--- config.mk ---
export PLATFORM = sky130hd
export DESIGN_NAME = advtim_seq_ctrl
export DESIGN_NICKNAME = d
export VERILOG_FILES = /design/src/rtl/advtim_seq_ctrl.sv
export SDC_FILE = /design/constraint.sdc
export NUM_CORES = 1
export LEC_CHECK = 0
export ABC_AREA = 1
export CAP_MARGIN = 10
export CORE_ASPECT_RATIO = 0.9
export CORE_MARGIN = 8
export CORE_UTILIZATION = 60
export DETAILED_ROUTE_END_ITERATION = 7
export GPL_TIMING_DRIVEN = 0
export HOLD_SLACK_MARGIN = 0.06
export PLACE_DENSITY = 0.95
export SLEW_MARGIN = 5
export SYNTH_ARGS = -nofsm -noshare
export SYNTH_HDL_FRONTEND = slang
export SYNTH_SLANG_ARGS = --single-unit
--- constraint.sdc ---
create_clock -name pe_gen_clk -period 7.9 [get_ports pe_gen_clk]
set_input_delay 1.58 -clock pe_gen_clk [delete_from_list [all_inputs] [get_ports pe_gen_clk]]
set_output_delay 1.58 -clock pe_gen_clk [all_outputs]
set_load 0.01 [all_outputs]
--- src/rtl/advtim_seq_ctrl.sv ---
// rtl/advtim_seq_ctrl.sv - config-set FIFO and sequencer feeding period/compare values to an advanced timer
module advtim_seq_ctrl #(
  parameter int          DEPTH   = 4,
  parameter logic [15:0] ARR_RST = 16'h0032
) (
  input  logic                     pe_gen_clk,
  input  logic                     pe_gen_rst,
  input  logic                     seq_start,
  input  logic                     seq_stop,
  input  logic                     seq_loop,
  input  logic                     wr_en,
  input  logic [15:0]              wr_arr,
  input  logic [15:0]              wr_cc1,
  input  logic                     pe_gen_hw_update,
  input  logic                     pe_gen_reloaded,
  input  logic                     pe_gen_tim_end,
  input  logic                     fault_detected,
  output logic                     pe_gen_tim_enable,
  output logic                     pe_gen_logic_clr,
  output logic [15:0]              r_arr,
  output logic [15:0]              r_cc1,
  output logic [$clog2(DEPTH):0]   fifo_level,
  output logic                     fifo_full,
  output logic                     fifo_empty,
  output logic [1:0]               seq_state,
  output logic                     int_seq_done,
  output logic                     int_seq_fault,
  output logic                     int_seq_underrun,
  output logic                     int_seq_overflow
);

  localparam int AW = $clog2(DEPTH);
  localparam int LW = AW + 1;

  typedef enum logic [1:0] {
    S_IDLE  = 2'd0,
    S_LOAD  = 2'd1,
    S_RUN   = 2'd2,
    S_DRAIN = 2'd3
  } state_t;

  state_t        state;
  logic [15:0]   mem_arr [DEPTH];
  logic [15:0]   mem_cc1 [DEPTH];
  logic [AW-1:0] wr_ptr;
  logic [AW-1:0] rd_ptr;
  logic          pop;
  logic          flush;
  logic          push;
  logic          overflow;
  logic [15:0]   head_arr;
  logic [15:0]   head_cc1;

  assign fifo_full  = (fifo_level == LW'(DEPTH));
  assign fifo_empty = (fifo_level == '0);
  assign seq_state  = state;
  assign head_arr   = mem_arr[rd_ptr];
  assign head_cc1   = mem_cc1[rd_ptr];

  // Decide this cycle's FIFO pop/flush from the state and the prioritised requests
  always_comb begin
    pop   = 1'b0;
    flush = 1'b0;
    case (state)
      S_IDLE: pop = seq_start && !fault_detected && !fifo_empty;
      S_RUN: begin
        flush = fault_detected;
        pop   = !fault_detected && !seq_stop && !pe_gen_tim_end &&
                pe_gen_hw_update && !fifo_empty;
      end
      default: flush = fault_detected;
    endcase
    // A push is accepted when there is room, or when the head leaves in the same cycle
    push     = wr_en && !flush && (!fifo_full || pop);
    overflow = wr_en && !flush && fifo_full && !pop;
  end

  // FIFO storage; entries need no reset because the level gates every read
  always_ff @(posedge pe_gen_clk) begin
    if (push) begin
      mem_arr[wr_ptr] <= wr_arr;
      mem_cc1[wr_ptr] <= wr_cc1;
    end
  end

  // FIFO pointers and level; a fault flush empties the queue and drops any same-cycle push
  always_ff @(posedge pe_gen_clk or posedge pe_gen_rst) begin
    if (pe_gen_rst) begin
      wr_ptr     <= '0;
      rd_ptr     <= '0;
      fifo_level <= '0;
    end else if (flush) begin
      wr_ptr     <= '0;
      rd_ptr     <= '0;
      fifo_level <= '0;
    end else begin
      if (push) wr_ptr <= wr_ptr + AW'(1);
      if (pop)  rd_ptr <= rd_ptr + AW'(1);
      case ({push, pop})
        2'b10:   fifo_level <= fifo_level + LW'(1);
        2'b01:   fifo_level <= fifo_level - LW'(1);
        default: fifo_level <= fifo_level;
      endcase
    end
  end

  // Sequencer: state, timer controls, presented values and interrupt pulses
  always_ff @(posedge pe_gen_clk or posedge pe_gen_rst) begin
    if (pe_gen_rst) begin
      state             <= S_IDLE;
      pe_gen_tim_enable <= 1'b0;
      pe_gen_logic_clr  <= 1'b0;
      r_arr             <= ARR_RST;
      r_cc1             <= 16'h0000;
      int_seq_done      <= 1'b0;
      int_seq_fault     <= 1'b0;
      int_seq_underrun  <= 1'b0;
      int_seq_overflow  <= 1'b0;
    end else begin
      pe_gen_logic_clr <= 1'b0;
      int_seq_done     <= 1'b0;
      int_seq_fault    <= 1'b0;
      int_seq_underrun <= 1'b0;
      int_seq_overflow <= overflow;
      if (pop) begin
        r_arr <= head_arr;
        r_cc1 <= head_cc1;
      end
      if (state == S_IDLE) begin
        pe_gen_tim_enable <= 1'b0;
        if (seq_start && !fault_detected) begin
          if (!fifo_empty) begin
            state            <= S_LOAD;
            pe_gen_logic_clr <= 1'b1;
          end else begin
            int_seq_underrun <= 1'b1;
          end
        end
      end else if (fault_detected) begin
        state             <= S_IDLE;
        pe_gen_tim_enable <= 1'b0;
        int_seq_fault     <= 1'b1;
      end else if (seq_stop) begin
        state             <= S_IDLE;
        pe_gen_tim_enable <= 1'b0;
        pe_gen_logic_clr  <= 1'b1;
      end else if (pe_gen_tim_end && state != S_LOAD) begin
        state             <= S_IDLE;
        pe_gen_tim_enable <= 1'b0;
        int_seq_done      <= 1'b1;
      end else begin
        case (state)
          S_LOAD: begin
            state             <= S_RUN;
            pe_gen_tim_enable <= 1'b1;
          end
          S_RUN: begin
            // Dry FIFO at a pre-end: keep repeating the last set, or let the period finish
            if (pe_gen_hw_update && fifo_empty && !seq_loop) state <= S_DRAIN;
          end
          S_DRAIN: begin
            if (pe_gen_reloaded) begin
              state             <= S_IDLE;
              pe_gen_tim_enable <= 1'b0;
              int_seq_done      <= 1'b1;
            end
          end
          default: state <= S_IDLE;
        endcase
      end
    end
  end

endmodule

==> flow_metrics.py, run 1 <==
metrics = {
    "critical_path": {
        "critPathArrivalTime_ns": 3.75,
        "slowest_stage": "nor2_4",
        "required_ns": 8.03,
        "path_delay_family": "simple AND/OR/NAND/NOR gates",
        "critPathMaxFanout": 17,
        "critPathMaxStageDelay_ns": 0.59,
        "end_kind": "flop",
        "timing.critical_path.mode_cell": "nand2_1",
        "crit_type": "in -> reg",
        "worst_setup_path_start_kind": "primary input",
        "crit_buf_inv": 2,
        "critical_path.cell_chain": "clkdlybuf4s50_1, nor2_1, nand2_1, nand2_2, nand2_2, nand2_1, nand2_1, nor2_4, buf_16",
    },
    "finish": {
        "drive_gt1_frac": 0.153,
        "num_antenna_cells": 0,
        "fin_area_um2": 8960,
        "final_common_cell": "nor2_1",
        "final_cell_mix": "159 x nor2_1, 128 x edfxtp_1, 86 x clkdlybuf4s50_1",
        "fillers": 671,
        "nNetsFinal": 733,
        "area_growth_pct": 26.5,
    },
    "min_path": {
        "hold_path_class": "reg -> reg",
    },
    "global_route": {
        "grt_pass1_vias": 5059,
        "antenna_found_initial": 0,
        "grt_pass1_wl_um": 26500,
        "met1_usage": 0.269,
        "met2_usage": 0.375,
        "grt_use_total": 0.225,
        "grt.met3_usage": 0.0517,
        "grt_max_degree": 27,
        "busiest_layer": "met2",
        "grt_overflow": 0,
    },
    "logic_synthesis": {
        "synth-edff-count": 128,
        "synth_cell_type_count": 30,
        "ys_seq_elements": 175,
        "async_flop_share": 0.269,
        "avgSynthCellArea_um2": 12.4,
        "yosysWarnings": 0,
        "synth.yosys.seq_area_share": 0.709,
        "synthesis.area_um2": 7080,
        "postSynthCellCount": 571,
        "ys_dominant_reg_cell": "edfxtp_1",
        "syn_nets": 623,
    },
    "clock_network": {
        "cts_buffer_depth": 2,
        "root_buffer": "clkbuf_16",
        "cts_tree": "done",
        "cts_buffers": 17,
        "cts_hold_repair.buffers": 0,
        "ctsResizeCount": 0,
        "cts_max_level": 4,
        "post_cts_buffers": 0,
        "cts.sinks": 175,
        "clock_latency_ns": 0.42,
        "cts.reportedPaths.clkPinSlew_ns": 0.06,
    },
    "drt": {
        "routed_wl_um": 17000,
        "antenna_left": 0,
        "drt-vias-per-instance": 5.85,
        "first_pass_iters": 5,
        "first_iter_violations": 570,
        "route.detailed.drc": 0,
        "wire_per_inst_um": 20.0,
        "via_count": 4973,
    },
    "placement": {
        "post_dp_cell_area_um2": 8280,
        "portBuffers": 86,
        "gp_congestion": 0.859,
        "hpwlAfterDp_um": 10800,
    },
    "sta": {
        "setup_viol_count_final": 0,
        "tightest_slew_ns": 0.661,
        "rsz0062_at_grt": "false",
        "tns_ns": 0,
        "fin_skew_ns": 0.00801,
        "fmax_ghz": 0.276,
        "slew_violations": 0,
        "hold_viol": 0,
        "min_period_ns": 3.62,
        "slew_headroom": 0.559,
        "min_period_over_period": 0.459,
    },
    "floorplanning": {
        "die-area_um2": 15500,
        "fp.dieW_um": 131,
        "core_um2": 11500,
        "num_io_pins": 87,
        "die_y_um": 119,
        "start_util": 0.617,
        "rows": 37,
    },
    "power_and_ir_drop": {
        "p_leak_nw": 3.31,
        "ir_drop_v": 0.000195,
        "powerDensity_nw_per_um2": 377,
    },
    "outcome": {
        "status": "finished clean",
    },
    "job": {
        "max-cap-violations": 0,
    },
}
## sequential cells by signal (all words and copies together), names as in the netlist
| signal | cells |
|---|---|
| pe_gen_logic_clr | 1 |
| pe_gen_tim_enable | 1 |
| seq_state | 2 |
| r_cc1 | 16 |
| mem_arr | 64 |
| r_arr | 16 |
| int_seq_overflow | 1 |
| fifo_level | 3 |
| mem_cc1 | 64 |
| rd_ptr | 2 |
| wr_ptr | 2 |
| int_seq_underrun | 1 |
| int_seq_done | 1 |
| int_seq_fault | 1 |
## cell usage after synthesis (9+ instances only)
cell type / instances / area share
buf_2: 9 / 0.0064
dfrtp_1: 44 / 0.16
o21ai_0: 73 / 0.052
clkbuf_1: 9 / 0.0048
nor2_1: 163 / 0.086
a31oi_1: 15 / 0.013
edfxtp_1: 128 / 0.54
nor2_2: 18 / 0.016
inv_1: 24 / 0.013
nand2_1: 20 / 0.011
a31oi_2: 18 / 0.032
ha_1: 9 / 0.016
## through the flow
stage | hold WS (ns) | setup slack, ns | cells | total power, mW | utilization
after floorplan | 0.521 | 3.96 | 571 | 1.93 | -
after global placement | 0.492 | 2.48 | 813 | 2.32 | 0.709
after detailed placement | 0.502 | 3.88 | 818 | 2.43 | 0.722
after CTS | 0.518 | 4.29 | 850 | 3.38 | 0.780
after global routing | 0.531 | 4.16 | 850 | 3.52 | 0.780
final | 0.512 | 4.28 | 850 | 3.38 | 0.780
## cells by family after synthesis
kind of cell,share of synthesized area
AND/OR/NAND/NOR,0.128
flip-flops,0.709
multiplexers,0.00159
AO/OA/AOI/OAI,0.0991
XOR/XNOR,0.00247
adder cells (fa/ha/maj),0.0187
buffers and inverters,0.0410
## routing by layer
| metal | routed length (um) | vias to the layer above |
|---|---|---|
| li1 | - | 2200 |
| met1 | 6320 | 2431 |
| met2 | 8620 | 297 |
| met3 | 1570 | 45 |
| met4 | 465 | 0 |
| met5 | 0 | - |
## final timing paths
path	from	to	slack (ns)	depth (start not counted)
max in group asynchronous	pe_gen_rst	r_cc1[9]	5.83	3
hold reg to reg	pe_gen_tim_enable	pe_gen_tim_enable	0.51	1
setup reg to reg	seq_state[0]	mem_cc1[0][8]	5.14	9
setup / recovery	fault_detected	mem_cc1[0][8]	4.28	9
min in group asynchronous	pe_gen_rst	r_cc1[5]	1.54	2
hold / removal	pe_gen_tim_enable	pe_gen_tim_enable	0.51	1
## report_power, final
part / switching (mW) / internal [mW] / total, mW
combinational: 0.657 / 0.458 / 1.12
sequential: 0.112 / 1.21 / 1.33
clock: 0.333 / 0.602 / 0.935
## layout make-up
type                    count  area (um^2)  share of cell area
flip-flops and latches    175         5020               0.561
plain buffers              28          184              0.0205
clock buffers              22          494              0.0552
well taps                 156          195              0.0218
multi-input cells         340         1800               0.201
repair buffers             91          976               0.109
inverters                  28          106              0.0119
clock inverters            10          180              0.0201
Power figures use the tool's default switching activity.
==> inputs of run 2 (changes only) <==
- CORE_UTILIZATION: 60 -> 55
- PLACE_DENSITY: 0.95 -> 0.89
- clock period: 7.9 -> 3.6 ns (I/O delays scaled with it)
==> run 2 against run 1 <==
Clock power rose by 85%. Total power rose by 110%. Critical path depth did not move. Sequential share of layout area rose by 0.78 points. Register-to-register slack got worse by 4.1 ns. Worst setup slack got worse by 3.3 ns. Non-clock buffer count did not move. Combinational power rose by 110%. Critical path type is now reg -> reg.
==> flow_metrics.py, run 2 (same netlist as run 1, synthesis figures left out) <==
metrics = {
    "finish": {
        "seqCellArea_um2": 5020,
        "fillers": 835,
        "final_common_cell": "nor2_1",
        "drive_gt1_frac": 0.148,
        "final_cell_mix": "159 x nor2_1, 128 x edfxtp_1, 86 x clkdlybuf4s50_1",
        "final_cells": 858,
        "area_growth_pct": 24.7,
        "nNetsFinal": 733,
        "num_antenna_cells": 0,
        "multi_input_area_um2": 1800,
        "reg_top3": "mem_arr (64), mem_cc1 (64)",
    },
    "floorplanning": {
        "rows": 39,
        "num_io_pins": 87,
        "fp.dieW_um": 136,
        "start_util": 0.560,
        "die-area_um2": 16800,
        "core_um2": 12600,
        "die_y_um": 124,
    },
    "sta": {
        "rsz0062_at_grt": "false",
        "fin_ws_ns": 1.03,
        "fin_skew_ns": 0.00630,
        "tightest_slew_ns": 0.642,
        "slew_violations": 0,
        "setup_viol_count_final": 0,
        "slew_headroom": 0.572,
        "min_period_over_period": 0.715,
        "hold_viol": 0,
        "fmax_ghz": 0.388,
        "min_period_ns": 2.57,
    },
    "global_route": {
        "grt_overflow": 0,
        "grt_max_degree": 37,
        "grt_use_total": 0.203,
        "grt_pass1_vias": 4995,
        "antenna_found_initial": 0,
        "grt_pass1_wl_um": 25700,
    },
    "power_and_ir_drop": {
        "p_sw_frac": 0.340,
        "p_int_mw": 4.64,
        "seqPwrFrac": 0.412,
        "powerDensity_nw_per_um2": 796,
        "p_leak_nw": 3.24,
        "p_clk_frac": 0.247,
        "p_comb_frac": 0.341,
        "power.switching_mw": 2.39,
        "ir_drop_v": 0.000523,
    },
    "critical_path": {
        "crit_type": "reg -> reg",
        "r2r_slack_ns": 1.03,
        "r2r_cells": 9,
        "worst_setup_path_start_kind": "flop",
        "critPathMaxFanout": 23,
        "slowest_stage": "dfrtp_1",
        "critical_path.cell_chain": "inv_1, ha_1, nand4_1, nand2_2, nand2_2, nand2_1, nand2_1, nor2_4, buf_12",
        "required_ns": 3.73,
        "critPathArrivalTime_ns": 2.70,
        "r2r-end": "mem_arr[0][8]",
        "end_kind": "flop",
        "critPathMaxStageDelay_ns": 0.44,
        "timing.rr.start": "seq_state[0]",
        "cp-startpoint": "seq_state[0]",
    },
    "clock_network": {
        "cts.sinks": 175,
        "cts_hold_repair.buffers": 0,
        "root_buffer": "clkbuf_16",
        "clock_latency_ns": 0.43,
        "cts_buffer_depth": 2,
        "ctsResizeCount": 0,
        "cts_max_level": 4,
        "post_cts_buffers": 0,
        "cts_buffers": 17,
        "cts_tree": "done",
        "cts.reportedPaths.clkPinSlew_ns": 0.06,
    },
    "drt": {
        "drt-vias-per-instance": 5.59,
        "wire_per_inst_um": 19.4,
        "via_count": 4792,
        "first_iter_violations": 480,
        "route.detailed.drc": 0,
        "routed_wl_um": 16600,
        "antenna_left": 0,
        "first_pass_iters": 5,
    },
    "min_path": {
        "hold_path_class": "reg -> reg",
        "min_to": "r_arr[1]",
        "min-delay-start": "r_arr[1]",
        "hold_depth": 2,
    },
    "placement": {
        "placedCellCount": 826,
        "gp_congestion": 0.810,
        "portBuffers": 86,
        "hpwlAfterDp_um": 10800,
        "place_ws_ns": 0.600,
    },
    "job": {
        "max-cap-violations": 0,
    },
    "outcome": {
        "status": "finished clean",
    },
}
## run 2: cell count changes in the layout (fill, tap and decap cells not counted)
cell and change:
clkinv_1 +1, bufinv_16 -4, clkbuf_8 -4, buf_16 -2
inv_6 +4, buf_12 +2, clkbuf_1 +2, inv_8 +1
## run 2: worst max-delay path by stage
stage	slack, ns	end
2_1_floorplan	0.49	mem_arr[0][0]
5_1_grt	0.78	fifo_level[2]
6_report	1.03	mem_arr[0][8]
3_3_place_gp	-1.10	mem_cc1[1][8]
3_5_place_dp	0.60	mem_arr[0][9]
4_1_cts	1.02	mem_arr[0][8]
## run 2: critical path, delay by kind of cell (launching register included)
family | cells | cell delay (ns)
fa+ha+maj | 1 | 0.29
buf+inv | 2 | 0.41
simple gates | 6 | 1.13
flops | 1 | 0.44
## run 2: power by group through the flow
stage                     Combinational, mW  Sequential [mW]  Clock (mW)
final                                  2.40             2.90        1.73
after global routing                   2.61             2.94        1.84
after CTS                              2.40             2.90        1.75
after detailed placement               2.39             2.93           0
after global placement                 2.20             2.93           0
after floorplan                        1.25             2.99           0
## run 2: final cells by class
type	count	area share
Clock buffer	20	0.0506
Sequential cell	175	0.569
Multi-Input combinational cell	340	0.204
Buffer	28	0.0208
Clock inverter	12	0.0125
Tap cell	164	0.0232
Inverter	28	0.0120
Timing Repair Buffer	91	0.109
## run 2: metrics by stage
stage | instance area, um^2 | utilization | power, mW | setup TNS (ns) | hold slack (ns)
global placement | 8150 | 0.645 | 5.13 | -136.92 | 0.496
global route | 8840 | 0.699 | 7.39 | 0 | 0.531
detailed placement | 8280 | 0.655 | 5.32 | 0 | 0.506
CTS | 8840 | 0.699 | 7.05 | 0 | 0.517
finish | 8840 | 0.699 | 7.03 | 0 | 0.513
floorplan | 7080 | - | 4.24 | 0 | 0.521
## run 2: routing by layer
metal | track usage | wire length, um | up-vias
met2 | 0.348 | 8460 | 248
li1 | - | - | 2205
met5 | 0 | 0 | -
met4 | 0.0936 | 387 | 0
met3 | 0.0569 | 1470 | 39
met1 | 0.235 | 6300 | 2300
==> inputs of run 3 (changes only) <==
- clock period: 3.6 -> 2.5 ns (I/O delays scaled with it)
==> run 3 against run 2 <==
Via count increased by 0.98%. Final cell count is 0.58% higher. Clock power up 49%. Worst setup slack got worse by 0.86 ns. Count of clock-buffer cells in the layout fell by 1. Die area unchanged. Global-route usage increased by 0.13 points. Clock skew rose by 0.0067 ns. Largest cell class unchanged.
==> flow_metrics.py, run 3 (same netlist as run 1, synthesis figures left out) <==
metrics = {
    "outcome": {
        "status": "finished clean",
    },
    "critical_path": {
        "critPathArrivalTime_ns": 2.47,
        "critPathMaxFanout": 19,
        "required_ns": 2.63,
        "end_kind": "flop",
        "crit_type": "reg -> reg",
        "worst_setup_path_start_kind": "flop",
        "cp-startpoint": "seq_state[0]",
        "timing.rr.start": "seq_state[0]",
    },
    "finish": {
        "seqCellArea_um2": 5030,
        "num_antenna_cells": 0,
        "final_common_cell": "nor2_1",
        "final_cell_mix": "159 x nor2_1, 128 x edfxtp_1, 86 x clkdlybuf4s50_1",
        "drive_gt1_frac": 0.166,
        "final_cells": 863,
        "fin_area_um2": 9000,
        "reg_top3": "mem_arr (64), mem_cc1 (64)",
        "fillers": 811,
        "multi_input_area_um2": 1830,
        "nNetsFinal": 738,
        "area_growth_pct": 27.1,
    },
    "job": {
        "max-cap-violations": 0,
    },
    "global_route": {
        "grt_use_total": 0.205,
        "grt_pass1_vias": 4950,
        "grt_pass1_wl_um": 25700,
        "grt_max_degree": 36,
        "antenna_found_initial": 1,
        "grt_overflow": 0,
    },
    "placement": {
        "place_ws_ns": -0.452,
        "hpwlAfterDp_um": 11000,
        "post_dp_cell_area_um2": 8310,
        "placedCellCount": 826,
        "gp_congestion": 0.803,
        "portBuffers": 86,
    },
    "floorplanning": {
        "num_io_pins": 87,
        "fp.dieW_um": 136,
        "die-area_um2": 16800,
        "start_util": 0.560,
        "die_y_um": 124,
        "core_um2": 12600,
        "rows": 39,
    },
    "sta": {
        "slew_headroom": 0.576,
        "rsz0062_at_grt": "false",
        "hold_viol": 0,
        "tightest_slew_ns": 0.636,
        "min_period_ns": 2.34,
        "fmax_ghz": 0.428,
        "fin_ws_ns": 0.164,
        "min_period_over_period": 0.934,
        "fin_skew_ns": 0.0130,
        "slew_violations": 0,
        "setup_viol_count_final": 0,
    },
    "drt": {
        "wire_per_inst_um": 19.6,
        "via_count": 4839,
        "first_pass_iters": 5,
        "routed_wl_um": 16900,
        "drt-vias-per-instance": 5.61,
        "antenna_left": 0,
        "route.detailed.drc": 0,
        "first_iter_violations": 456,
    },
    "clock_network": {
        "cts_hold_repair.buffers": 0,
        "cts.reportedPaths.clkPinSlew_ns": 0.07,
        "cts_buffers": 17,
        "clock_latency_ns": 0.43,
        "root_buffer": "clkbuf_16",
        "cts_tree": "done",
        "cts.sinks": 175,
        "cts_max_level": 4,
        "cts_buffer_depth": 2,
    },
    "power_and_ir_drop": {
        "p_leak_nw": 3.30,
        "ir_drop_v": 0.000733,
        "powerDensity_nw_per_um2": 1150,
    },
    "min_path": {
        "hold_path_class": "in -> async",
    },
}
-- run 3: cell types whose count changed in the layout (fill, tap and decap cells not counted), moves of 2 or more --
cell / previous run / this run
buf_16: 0 / 4
inv_1: 23 / 21
inv_6: 4 / 1
inv_2: 4 / 6
dfrtp_1: 44 / 42
clkinv_4: 0 / 5
dfrtp_2: 0 / 2
-- run 3: what timing repair did --
action	CTS	global route
pin swaps	3	1
resized for setup	1	8
endpoints found under the setup margin	92	128
cloned	0	0
buffers inserted	5	0
-- run 3: layer usage --
metal / vias up / track usage / part of all wire
met4: 2 / 0.0755 / 0.019
met2: 210 / 0.346 / 0.50
met1: 2386 / 0.236 / 0.40
met5: - / 0 / 0.00053
li1: 2209 / - / -
met3: 32 / 0.0738 / 0.078
-- run 3: final timing paths --
kind	to	slack, ns	cells after the start
min in group pe_gen_clk	r_arr[1]	0.52	2
worst min-delay path	pe_gen_logic_clr	0.34	2
max in group asynchronous	r_arr[1]	1.56	3
worst max-delay path	mem_arr[2][10]	0.16	11
worst min register to register	r_arr[1]	0.52	2
worst max register to register	mem_arr[2][10]	0.16	11
-- run 3: power by group --
group / switching (mW) / internal [mW]
Clock: 1.11 / 1.47
Sequential: 0.350 / 3.84
Combinational: 2.06 / 1.53
-- run 3: through the flow --
step | power [mW] | TNS (ns) | hold slack (ns) | util
floorplan | 6.11 | -16.05 | 0.521 | -
global placement | 7.38 | -145.88 | 0.502 | 0.646
detailed placement | 7.68 | -42.40 | 0.510 | 0.657
CTS | 10.3 | 0 | 0.349 | 0.710
global route | 10.9 | 0 | 0.367 | 0.712
finish | 10.4 | 0 | 0.343 | 0.712
-- run 3: cell type report --
| cell class | instances | share of cell area |
|---|---|---|
| Sequential cell | 175 | 0.558 |
| Multi-Input combinational cell | 340 | 0.203 |
| Timing Repair Buffer | 96 | 0.120 |
| Clock buffer | 19 | 0.0481 |
| Tap cell | 164 | 0.0228 |
| Buffer | 28 | 0.0204 |
| Clock inverter | 13 | 0.0157 |
| Inverter | 28 | 0.0118 |
-- run 3: critical path: stages (launching register included) --
cell and delay (ns):
dfrtp_2 0.45, inv_2 0.12, ha_1 0.23, nand2_1 0.07, nor2_1 0.08, nand2_1 0.07
nand2_2 0.12, nand2_2 0.10, nand2_1 0.12, nand2_2 0.17, nor2_4 0.28, buf_16 0.21
